## src/rtl/fp_pkg.sv

```systemverilog
// Shared binary32 types and constants for the floating-point pipelines.
package fp_pkg;

    typedef struct packed {
        logic        sign;
        logic [7:0]  exponent;
        logic [22:0] mantissa;
    } fp_32b_t;

    typedef enum logic [2:0] {
        RM_RNE = 3'd0,
        RM_RTZ = 3'd1,
        RM_RDN = 3'd2,
        RM_RUP = 3'd3,
        RM_RMM = 3'd4
    } rounding_mode_t;

    localparam logic [31:0] FP_QNAN       = 32'h7FC0_0000;
    localparam logic [31:0] FP_POS_INF    = 32'h7F80_0000;
    localparam logic [30:0] FP_MAX_FINITE = 31'h7F7F_FFFF;
    localparam int          FP_BIAS       = 127;

endpackage

```

## src/rtl/fp_round_decide.sv

```systemverilog
// Round-increment decision from mode, sign, lsb, guard and sticky.
// Reserved mode encodings fall back to round-to-nearest-even.
module fp_round_decide
    import fp_pkg::*;
(
    input  logic [2:0] mode,
    input  logic       sign,
    input  logic       lsb,
    input  logic       g,
    input  logic       st,
    output logic       inc
);

    always_comb begin
        inc = 1'b0;
        case (mode)
            RM_RNE:  inc = g & (st | lsb);
            RM_RTZ:  inc = 1'b0;
            RM_RDN:  inc = sign & (g | st);
            RM_RUP:  inc = ~sign & (g | st);
            RM_RMM:  inc = g;
            default: inc = g & (st | lsb);
        endcase
    end

endmodule

```

## src/rtl/fp_mul_round_pipeline.sv

```systemverilog
// Multiply back-end: normalize, round, pack and flag in two registered stages.
// Define FP_MUL_STICKY_FLAGS_EN to add clear_flags/fflags accumulated exception flags.
module fp_mul_round_pipeline
    import fp_pkg::*;
(
    input  logic        clk,
    input  logic        rst,
    input  logic        valid_data_in,
    input  logic [47:0] product,
    input  logic [8:0]  exp_sum,
    input  logic        sign_bit,
    input  logic [2:0]  rounding_mode,
    input  logic        special_case,
    input  logic [31:0] special_result,
    input  logic        input_is_invalid,
    input  logic        input_is_flushed,
`ifdef FP_MUL_STICKY_FLAGS_EN
    input  logic        clear_flags,
    output logic [4:0]  fflags,
`endif
    output logic [31:0] out,
    output logic        overflow,
    output logic        underflow,
    output logic        inexact,
    output logic        invalid_operation,
    output logic        valid_data_out
);

    localparam logic signed [9:0] BIAS     = 10'(FP_BIAS);
    localparam logic signed [9:0] EXP_MAX  = 10'sd255;
    localparam logic signed [9:0] EXP_ZERO = 10'sd0;

    // Stage N: normalize the product
    logic [22:0]        n_mant;
    logic               n_g;
    logic               n_st;
    logic signed [9:0]  n_exp;

    always_comb begin
        if (product[47]) begin
            n_mant = product[46:24];
            n_g    = product[23];
            n_st   = |product[22:0];
            n_exp  = $signed({1'b0, exp_sum}) - BIAS + 10'sd1;
        end else begin
            n_mant = product[45:23];
            n_g    = product[22];
            n_st   = |product[21:0];
            n_exp  = $signed({1'b0, exp_sum}) - BIAS;
        end
    end

    logic               s1_valid;
    logic [22:0]        s1_mant;
    logic               s1_g;
    logic               s1_st;
    logic signed [9:0]  s1_exp;
    logic               s1_sign;
    logic [2:0]         s1_mode;
    logic               s1_special;
    logic [31:0]        s1_special_result;
    logic               s1_invalid;
    logic               s1_flushed;

    always_ff @(posedge clk) begin
        if (rst) begin
            s1_valid          <= 1'b0;
            s1_mant           <= '0;
            s1_g              <= 1'b0;
            s1_st             <= 1'b0;
            s1_exp            <= '0;
            s1_sign           <= 1'b0;
            s1_mode           <= '0;
            s1_special        <= 1'b0;
            s1_special_result <= '0;
            s1_invalid        <= 1'b0;
            s1_flushed        <= 1'b0;
        end else begin
            s1_valid          <= valid_data_in;
            s1_mant           <= n_mant;
            s1_g              <= n_g;
            s1_st             <= n_st;
            s1_exp            <= n_exp;
            s1_sign           <= sign_bit;
            s1_mode           <= rounding_mode;
            s1_special        <= special_case;
            s1_special_result <= special_result;
            s1_invalid        <= input_is_invalid;
            s1_flushed        <= input_is_flushed;
        end
    end

    // Stage R: round, range-check and select the final result
    logic               r_inc;
    logic [23:0]        r_sum;
    logic signed [9:0]  r_exp;
    logic               r_to_inf;
    fp_32b_t            r_out;
    logic               r_ovf;
    logic               r_unf;
    logic               r_nx;
    logic               r_nv;

    fp_round_decide u_round_decide (
        .mode (s1_mode),
        .sign (s1_sign),
        .lsb  (s1_mant[0]),
        .g    (s1_g),
        .st   (s1_st),
        .inc  (r_inc)
    );

    assign r_sum = {1'b0, s1_mant} + {23'd0, r_inc};
    assign r_exp = s1_exp + $signed({9'd0, r_sum[23]});

    always_comb begin
        r_to_inf = 1'b0;
        case (s1_mode)
            RM_RTZ:  r_to_inf = 1'b0;
            RM_RDN:  r_to_inf = s1_sign;
            RM_RUP:  r_to_inf = ~s1_sign;
            default: r_to_inf = 1'b1;
        endcase
    end

    always_comb begin
        r_out = '0;
        r_ovf = 1'b0;
        r_unf = 1'b0;
        r_nx  = 1'b0;
        r_nv  = 1'b0;
        if (s1_invalid) begin
            r_out = FP_QNAN;
            r_nv  = 1'b1;
        end else if (s1_special) begin
            r_out = s1_special_result;
            r_nx  = s1_flushed;
        end else if (r_exp >= EXP_MAX) begin
            r_out = r_to_inf ? {s1_sign, FP_POS_INF[30:0]} : {s1_sign, FP_MAX_FINITE};
            r_ovf = 1'b1;
            r_nx  = 1'b1;
        end else if (r_exp <= EXP_ZERO) begin
            r_out = {s1_sign, 31'd0};
            r_unf = 1'b1;
            r_nx  = 1'b1;
        end else begin
            // on carry-out r_sum[22:0] is already zero, which is the required mantissa
            r_out = {s1_sign, r_exp[7:0], r_sum[22:0]};
            r_nx  = s1_g | s1_st;
        end
    end

    always_ff @(posedge clk) begin
        if (rst) begin
            out               <= '0;
            overflow          <= 1'b0;
            underflow         <= 1'b0;
            inexact           <= 1'b0;
            invalid_operation <= 1'b0;
            valid_data_out    <= 1'b0;
        end else begin
            out               <= r_out;
            overflow          <= r_ovf;
            underflow         <= r_unf;
            inexact           <= r_nx;
            invalid_operation <= r_nv;
            valid_data_out    <= s1_valid;
        end
    end

`ifdef FP_MUL_STICKY_FLAGS_EN
    // Flags of a beat presented together with clear_flags are kept.
    always_ff @(posedge clk) begin
        if (rst) begin
            fflags <= '0;
        end else begin
            fflags <= (clear_flags ? 5'd0 : fflags)
                    | ({5{valid_data_out}} & {invalid_operation, 1'b0, overflow, underflow, inexact});
        end
    end
`endif

endmodule

```

## config.mk

```make
export PLATFORM = sky130hd
export DESIGN_NAME = fp_mul_round_pipeline
export DESIGN_NICKNAME = d
export VERILOG_FILES = /design/src/rtl/fp_pkg.sv /design/src/rtl/fp_round_decide.sv /design/src/rtl/fp_mul_round_pipeline.sv
export SDC_FILE = /design/constraint.sdc
export NUM_CORES = 1
export LEC_CHECK = 0
export ABC_AREA = 1
export BUFFER_PORTS_ARGS = -buffer_cell sky130_fd_sc_hd__buf_2
export CAP_MARGIN = 15
export CORE_ASPECT_RATIO = 1.4
export CORE_MARGIN = 8
export CORE_UTILIZATION = 35
export DETAILED_ROUTE_END_ITERATION = 10
export PLACE_DENSITY = 0.55
export SLEW_MARGIN = 0
export SYNTH_ARGS = -nofsm -noshare
export SYNTH_HDL_FRONTEND = slang
export SYNTH_SLANG_ARGS = --single-unit
```

## constraint.sdc

```tcl
create_clock -name clk -period 3.4 [get_ports clk]
set_clock_uncertainty 0.2 [all_clocks]
set_input_delay 0.68 -clock clk [delete_from_list [all_inputs] [get_ports clk]]
set_output_delay 0.68 -clock clk [all_outputs]
set_load 0.005 [all_outputs]
```

Word level (Yosys, flattened, before mapping)
Index checks and enable logic that the tools add are counted. Widths: inputs -> output; s select.

Add/subtract/negate cells: 4. Magnitude comparators: 2. Equal/unequal tests: 4. Multiplexer cells: 17. Bitwise operators: 6. Reduce and logical (&&, ||, !) cells: 5.

Operator list (count): $mux 31 (3); $mux 32 (1); $add 23x1->24 (1); $mux 24 (1); $mux 23 (1); $reduce_or 23->1 (1); $reduce_or 22->1 (1); $add 10x2->10 (1); $add 10x2->10 const B (1); $ge 10x9->1 const B (1); $le 10x1->1 const B (1); $mux 10 (1); $sub 9x7->10 const B (1); $mux 1 (8); $eq 3x2->1 const B (2); $pmux 1 s4 (1); $reduce_or 4->1 (1); $and 1x1->1 (3); $eq 3x1->1 const B (1); $eq 3x3->1 const B (1); $pmux 1 s3 (1); $reduce_or 3->1 (1); $or 1x1->1 (2); $reduce_or 2->1 (1); $not 1->1 (1).

Register bits: 112. Input bits: 99. Output and inout bits: 37. Logic and storage cells: 56.

Depth between registers and ports, before layout
Gate-level depths: netlist (run 1).

Depth after elaboration: 10. Mapped depth: 30. Depth with buffers taken out: 30.

Modules after synthesis
A second synthesis (run 1) with hierarchy kept.

Cells, all modules: 726. Area total of the unflattened synthesis: 5106.1 sq um.

By module, submodules not included: fp_mul_round_pipeline (times used 1, cells each 712, area each 5043.6 sq um, sequential area each 2242.2 sq um); fp_round_decide (times used 1, cells each 14, area each 62.6 sq um, sequential area each 0.0 sq um).

Worst setup path before layout (run 1)
No wires, ideal clock.

Path kind: register -> register. Start: reg s1_mode[1]. End: reg out[20]. Library setup time: 0.066 ns. Arrival: 3.387 ns. Required time: 3.134 ns. Setup slack: -0.253 ns. Stages on the path, launching flop included: 30. Path buffers: 1. Period minus slack after synthesis: 3.653 ns. Path through: dfxtp_1 > inv_1 > nor2_1 > o21ai_0 > a21oi_1 > o21ai_0 > a32oi_1 > ha_1 > nand3_1 > inv_1 > nand2_1 > nor2_1 > nand3_1 > nor4_1 > and3_1 > ha_1 > ha_1 > nand2_2 > nor2_1 > nand2_1 > nand2_1 > nand2_2 > nand2_2 > inv_2 > nand2_2 > nand2_4 > nor2_8 > buf_6 > nand2_1 > a21oi_2.

Longest elaborated chain between the ends: 8. Elaborated cells on any way between the ends: 14. Those cells by class: add/sub: 2; order compare: 2; eq/ne: 4; mux: 6.

RTL lines: start, declared (RTL line fp_mul_round_pipeline.sv:59) `logic [2:0] s1_mode;`; start signal, assigned (RTL line fp_mul_round_pipeline.sv:85) `s1_mode <= rounding_mode;`; $eq 3x3->1, or another cell as far along (RTL line fp_round_decide.sv:16) `case (mode)`; $pmux 1 s4 (RTL line fp_round_decide.sv:16); $add 23x1->24 (RTL line fp_mul_round_pipeline.sv:113) `assign r_sum = {1'b0, s1_mant} + {23'd0, r_inc};`; $add 10x2->10 (RTL line fp_mul_round_pipeline.sv:114) `assign r_exp = s1_exp + $signed({9'd0, r_sum[23]});`; $le 10x1->1 (RTL line fp_mul_round_pipeline.sv:142) `end else if (r_exp <= EXP_ZERO) begin`; $mux 31 (RTL line fp_mul_round_pipeline.sv:142); $mux 31 * (RTL line fp_mul_round_pipeline.sv:138) `end else if (r_exp >= EXP_MAX) begin`; $mux 32 * (RTL line fp_mul_round_pipeline.sv:135) `end else if (s1_special) begin`; end signal, assigned (RTL line fp_mul_round_pipeline.sv:162) `out <= r_out;`; end, declared (RTL line fp_mul_round_pipeline.sv:21) `output logic [31:0] out,`.

Every way passes the cells marked *; elsewhere a longest branch is shown, timed or not. A chain may end at the register's enable or synchronous reset.

Worst setup path in the final report (run 1)
Start: reg s1_mode[1]. End: reg out[18].

The elaborated chain is that of the path after synthesis.

==> flow_summary.json, run 1 <==
{
  "gp_congestion": 0.8330,
  "synth_top_area_share_pct": 45.52,
  "cp-start-kind": "flip-flop",
  "wl_um": 13510,
  "cts.sinks": 112,
  "finalSetupTns_ns": -8.681,
  "fmax_mhz": 269.9,
  "antenna_found_initial": 0,
  "nets": 942,
  "finalMaxSlewViolations": 0,
  "dpl.hpwl_um": 10740,
  "postLayoutCellArea_mm2": 0.006580,
  "utilization_pct": 47.52,
  "netlist_top_cells_area": "dfxtp_1 (46%), nor2_1 (11%), o21ai_0 (7.0%), nand2_1 (6.7%), inv_1 (6.5%)",
  "cts_inserted_buffers": 9,
  "place_area_mm2": 0.006007,
  "drt-vias-per-instance": 4.541,
  "cts-root-buf": "clkbuf_16",
  "clockBufferDepth": 2,
  "pwr-share-seq_pct": 48.2,
  "ys_types": 38,
  "fin_crit_sh_pct": 109.0,
  "p_switching_w": 0.0007804,
  "cpMaxStageDelayCell": "dfxtp_2",
  "grt_max_degree": 52,
  "grt_pass1_wl_um": 21600,
  "crit_type": "flip-flop to flip-flop",
  "synth_warnings": 0,
  "p_int_w": 0.002216,
  "path_buf_inv": 3,
  "diodes": 0,
  "clk_pin_slew_ns": 0.07,
  "hold_viol_final": 0,
  "violations": "setup timing",
  "vdd_drop_max_v": 0.0002472,
  "crit_family": "simple AND/OR/NAND/NOR gates",
  "worst_hold_slack_ns": 0.2037,
  "r2r_start": "s1_mode[1]",
  "holdCritPathClass": "flip-flop to flip-flop",
  "synthArstFlopShare_pct": 0,
  "grtUsageTotal_pct": 14.88,
  "switching_share_pct": 26.04,
  "r2r_slack_ns": -0.30,
  "avgSynthCellArea_um2": 7.287,
  "power_leakage_nw": 3.132,
  "dr.pass1.iters": 4,
  "placementRows": 51,
  "drt_iter0_drc": 146,
  "die-area_mm2": 0.01818,
  "min_from": "s1_valid",
  "postRouteAntennaNets": 0,
  "area_delta_synth_final_pct": 33.58,
  "synth_area_mm2": 0.004926,
  "grt_pass1_vias": 4646,
  "min_delay_path_depth": 2,
  "synthCells": 676,
  "pin_count": 136,
  "cp_max_fo": 11,
  "ctsHoldBuffers": 0,
  "worst_slew_pin_slew_ns": 0.9988,
  "comb_power_share_pct": 15.3,
  "fin_crit_ns": 3.705,
  "setup_viol": 33,
  "ys_seq_area_share_pct": 45.52,
  "synth_common_cells": "nor2_1 (141), dfxtp_1 (112), nand2_1 (88)",
  "rr_endpoint": "out[18]",
  "ys_seq_elements": 112,
  "reg2reg_depth": 27,
  "max-slew-margin-rel_pct": 33.34,
  "fin_ws_ns": -0.3048,
  "overflow": 0,
  "critPathMaxStageDelay_ns": 0.32,
  "vias": 4659,
  "coreArea_mm2": 0.01385,
  "chipWidth_um": 116.3,
  "critPathArrivalTime_ns": 3.79,
  "yosysMostFrequentCell": "nor2_1",
  "htree_levels": 3,
  "yosys_most_used_dff": "dfxtp_1",
  "rsz0062_at_grt": "true",
  "syn_nets": 782,
  "io_buffers": 135,
  "layout-drive-gt1-share_pct": 32.58,
  "avgRoutedWirePerCell_um": 13.16,
  "whs_endpoint": "valid_data_out",
  "synth_edf_count": 0,
  "initial_core_util_pct": 35.57,
  "status": "finished, violations left",
  "drv_cap": 0,
  "cp-end-kind": "flip-flop",
  "insertion_delay_ns": 0.34,
  "fp.dieH_um": 156.4,
  "powerDensity_mw_per_mm2": 455.4,
  "worst_ep_required_time_ns": 3.48,
  "drcViolationCount": 0,
  "yosys.area.top_type": "dfxtp_1",
  "p_clk_share_pct": 36.5,
  "cts_tree": "yes"
}
[flip-flops by register name, indices dropped and copies added (netlist names)]
name	cells
inexact	1
invalid_operation	1
out	32
overflow	1
s1_exp	10
s1_flushed	1
s1_g	1
s1_invalid	1
s1_mant	23
s1_mode	3
s1_sign	1
s1_special	1
s1_special_result	32
s1_st	1
s1_valid	1
underflow	1
valid_data_out	1
[how the worst max path moves through the flow]
stage / startpoint / to / slack (ns) / cells after the start
global placement: s1_sign / out[24] / -0.28 / 28
finish: s1_mode[1] / out[18] / -0.30 / 27
detailed placement: s1_sign / out[24] / -0.35 / 28
floorplan: s1_mode[1] / out[18] / 0.001 / 27
CTS: s1_mode[1] / out[23] / -0.26 / 27
global route: s1_mode[1] / out[19] / -0.61 / 30
[kinds of logic after synthesis]
group           after synthesis  share of synthesized area [%]
fa+ha+maj                     7                          1.778
flops                       112                          45.52
simple gates                299                          26.54
buf+inv                     115                          9.195
xor+xnor                     16                          2.845
compound gates              127                          14.12
[placed cells by master, fill, tap and decap left out, drive strengths merged, types with 7 or more instances in the layout]
cell	count
buf	173
nor2	146
dfxtp	112
nand2	97
inv	94
o21ai	71
a21oi	47
nand3	28
xor2	12
clkbuf	11
nor3	11
ha	7
[area by class of cell]
type	count	area, µm²
multi-input combinational	449	2454
inverter	91	349.1
fill	1396	7267
tap	185	231.5
timing repair buffer	173	988.4
clock inverter	5	61.31
sequential	112	2243
clock buffer	11	252.7
[worst register-to-register path, stage by stage, from the launching register on]
cell and delay, ns:
dfxtp_2 0.32, inv_2 0.03, nor2_1 0.07, o21ai_1 0.08, a21oi_2 0.14, o21ai_1 0.08
a32oi_1 0.16, ha_2 0.22, nand3_2 0.08, inv_2 0.07, nand2_2 0.06, nor2_4 0.09
nand3_2 0.09, nor4_4 0.23, and3_4 0.23, ha_4 0.15, ha_4 0.16, nand3_2 0.07
o21bai_1 0.17, nand2_2 0.10, nand2_1 0.07, nor2_1 0.05, nand2_2 0.08, nand2_4 0.09
nor2_8 0.19, buf_12 0.16, nand2_1 0.07, a21oi_2 0.14
[stage by stage]
step	total power (W)	setup slack, ns	instances
after floorplan	0.001699	0.001229	676
after global placement	0.001886	-0.2793	1000
after detailed placement	0.001892	-0.3500	1000
after CTS	0.003001	-0.2557	1023
after global routing	0.003142	-0.6052	1026
final	0.002997	-0.3048	1026
[power by group through the flow]
stage / Sequential, W / Clock [W] / Combinational, W
6_report: 0.00145 / 0.00109 / 0.000458
5_1_grt: 0.00146 / 0.00117 / 0.000514
4_1_cts: 0.00145 / 0.00112 / 0.000438
3_5_place_dp: 0.00148 / 0 / 0.000416
3_3_place_gp: 0.00148 / 0 / 0.000411
2_1_floorplan: 0.00146 / 0 / 0.000237
[layer usage]
layer,global-route usage [%],share of wire [%],vias up
met2,25.15,49,117
met5,0,0,-
li1,-,-,2452
met4,5.952,1.9,0
met3,3.509,5.7,17
met1,17.57,43,2073
[what timing repair did]
item	4_1_cts	5_1_grt
buffers inserted	7	3
endpoints found under the setup margin	33	34
gates resized for setup	28	31
pin swaps	10	11
Note: power is estimated with default switching activity, not from simulation.
==> run 2: changes to the inputs <==
- CORE_MARGIN: 8 -> 10
==> run 2 against run 1 <==
Effect of this change:
- the flow still finishes with violations (setup timing)
- critical path depth unchanged
- worst setup slack better by 0.043 ns
- final cell count down 0.29%
- hold slack better by 0.0021 ns
- global-route usage down 0.75 points
- clock power about the same
- combinational power down 2%
- non-clock buffer count down 4
- flip-flop and latch count unchanged
- register-to-register slack better by 0.04 ns
==> flow_summary.json, run 2 (synthesis gave the netlist of run 1 again) <==
{
  "status": "finished, violations left",
  "violations": "setup timing",
  "fin_ws_ns": -0.2614,
  "overflow": 0,
  "grt_max_degree": 52,
  "comb_power_share_pct": 15.1,
  "die-area_mm2": 0.01929,
  "crit_family": "simple AND/OR/NAND/NOR gates",
  "avgRoutedWirePerCell_um": 13.45,
  "powerDensity_mw_per_mm2": 455.2,
  "postLayoutCellArea_mm2": 0.006502,
  "setup_viol": 33,
  "io_buffers": 135,
  "layout_common_cells": "nor2_1 (135), buf_2 (135), dfxtp_1 (111), inv_1 (82), nand2_1 (79)",
  "p_int_w": 0.002189,
  "p_clk_share_pct": 36.1,
  "pin_count": 136,
  "hold_viol_final": 0,
  "path_buf_inv": 2,
  "cts.sinks": 112,
  "critPathArrivalTime_ns": 3.75,
  "power_w": 0.002960,
  "area_delta_synth_final_pct": 32.00,
  "clockBufferDepth": 2,
  "fin_cells": 1023,
  "coreArea_mm2": 0.01385,
  "ctsHoldBuffers": 0,
  "drt-vias-per-instance": 4.516,
  "dpl.hpwl_um": 11050,
  "cpMaxStageDelayCell": "dfxtp_1",
  "place_area_mm2": 0.006015,
  "grt_pass1_wl_um": 22560,
  "worst_ep_required_time_ns": 3.49,
  "biggestRegsByFlops": "out: 32 flops, s1_special_result: 32 flops, s1_mant: 23 flops",
  "cts_inserted_buffers": 9,
  "fin_crit_ns": 3.661,
  "vias": 4620,
  "switching_share_pct": 26.05,
  "diodes": 0,
  "dp_cells": 1001,
  "postRouteAntennaNets": 0,
  "crit_type": "flip-flop to flip-flop",
  "cp-end-kind": "flip-flop",
  "antenna_found_initial": 0,
  "critPathMaxStageDelay_ns": 0.30,
  "chipWidth_um": 120.3,
  "vdd_drop_max_v": 0.0002331,
  "nets": 939,
  "drv_cap": 0,
  "holdCritPathClass": "flip-flop to flip-flop",
  "dr.pass1.iters": 4,
  "htree_levels": 3,
  "critical_path_cell_count": 27,
  "placementRows": 51,
  "power_leakage_nw": 3.101,
  "pwr-share-seq_pct": 48.8,
  "max-slew-margin-rel_pct": 30.54,
  "worst_hold_slack_ns": 0.2058,
  "initial_core_util_pct": 35.57,
  "cts_tree": "yes",
  "grtUsageTotal_pct": 14.12,
  "layout-drive-gt1-share_pct": 31.86,
  "gp_congestion": 0.8142,
  "fin_crit_sh_pct": 107.7,
  "rsz0062_at_grt": "true",
  "fmax_mhz": 273.1,
  "wl_um": 13760,
  "p_switching_w": 0.0007711,
  "min_delay_path_depth": 2,
  "cp-start-kind": "flip-flop",
  "cp_max_fo": 8,
  "drt_iter0_drc": 263,
  "clk_pin_slew_ns": 0.07,
  "finalSetupTns_ns": -7.127,
  "path_common_cell": "nand2_2",
  "drcViolationCount": 0,
  "worst_slew_pin_slew_ns": 1.041,
  "insertion_delay_ns": 0.35,
  "fp.dieH_um": 160.4,
  "finalMaxSlewViolations": 0,
  "grt_pass1_vias": 4781,
  "cts-root-buf": "clkbuf_16",
  "reg2reg_depth": 27
}
## run 2: timing repair
item	in CTS	in global routing
cloned	1	0
pin swaps	9	8
setup endpoints to repair	33	34
setup buffers	4	1
resized for setup	31	16
## run 2: power by group through the flow
stage / sequential, W / combinational (W) / clock, W
detailed placement: 0.00147 / 0.000419 / 0
global route: 0.00145 / 0.000508 / 0.00115
CTS: 0.00144 / 0.000446 / 0.00109
floorplan: 0.00146 / 0.000237 / 0
global placement: 0.00147 / 0.000411 / 0
finish: 0.00144 / 0.000447 / 0.00107
## run 2: worst min-delay path, cell delays in order, from the launching register on
cell and delay (ns):
dfxtp_1 0.30, inv_1 0.04, nor2_1 0.03
## run 2: worst paths after layout
kind / from / slack, ns / to
max: s1_sign / -0.26 / out[11]
min: s1_valid / 0.21 / valid_data_out
max reg2reg: s1_sign / -0.26 / out[11]
min reg2reg: s1_valid / 0.21 / valid_data_out
## run 2: area by class of cell
type | instances | area, µm²
fillers | 1401 | 7345
repair buffers | 169 | 950.9
clock buffers | 11 | 242.7
flip-flops and latches | 112 | 2243
inverters | 91 | 349.1
well taps | 185 | 231.5
repair inverters | 1 | 6.256
multi-input cells | 449 | 2417
clock inverters | 5 | 61.31
## run 2: per-stage QoR
step | setup slack [ns] | utilization [%]
2_1_floorplan | 0.001229 | -
3_3_place_gp | -0.2734 | 43.44
3_5_place_dp | -0.4102 | 43.44
4_1_cts | -0.3320 | 46.51
5_1_grt | -0.5552 | 46.96
6_report | -0.2614 | 46.96
## run 2: metal layers
layer | vias up | GRT usage [%] | wire length (µm)
met3 | 7 | 4.070 | 830
li1 | 2444 | - | -
met5 | - | 0 | 0
met4 | 0 | 4.400 | 143
met2 | 109 | 24.80 | 6822
met1 | 2060 | 16.01 | 5958
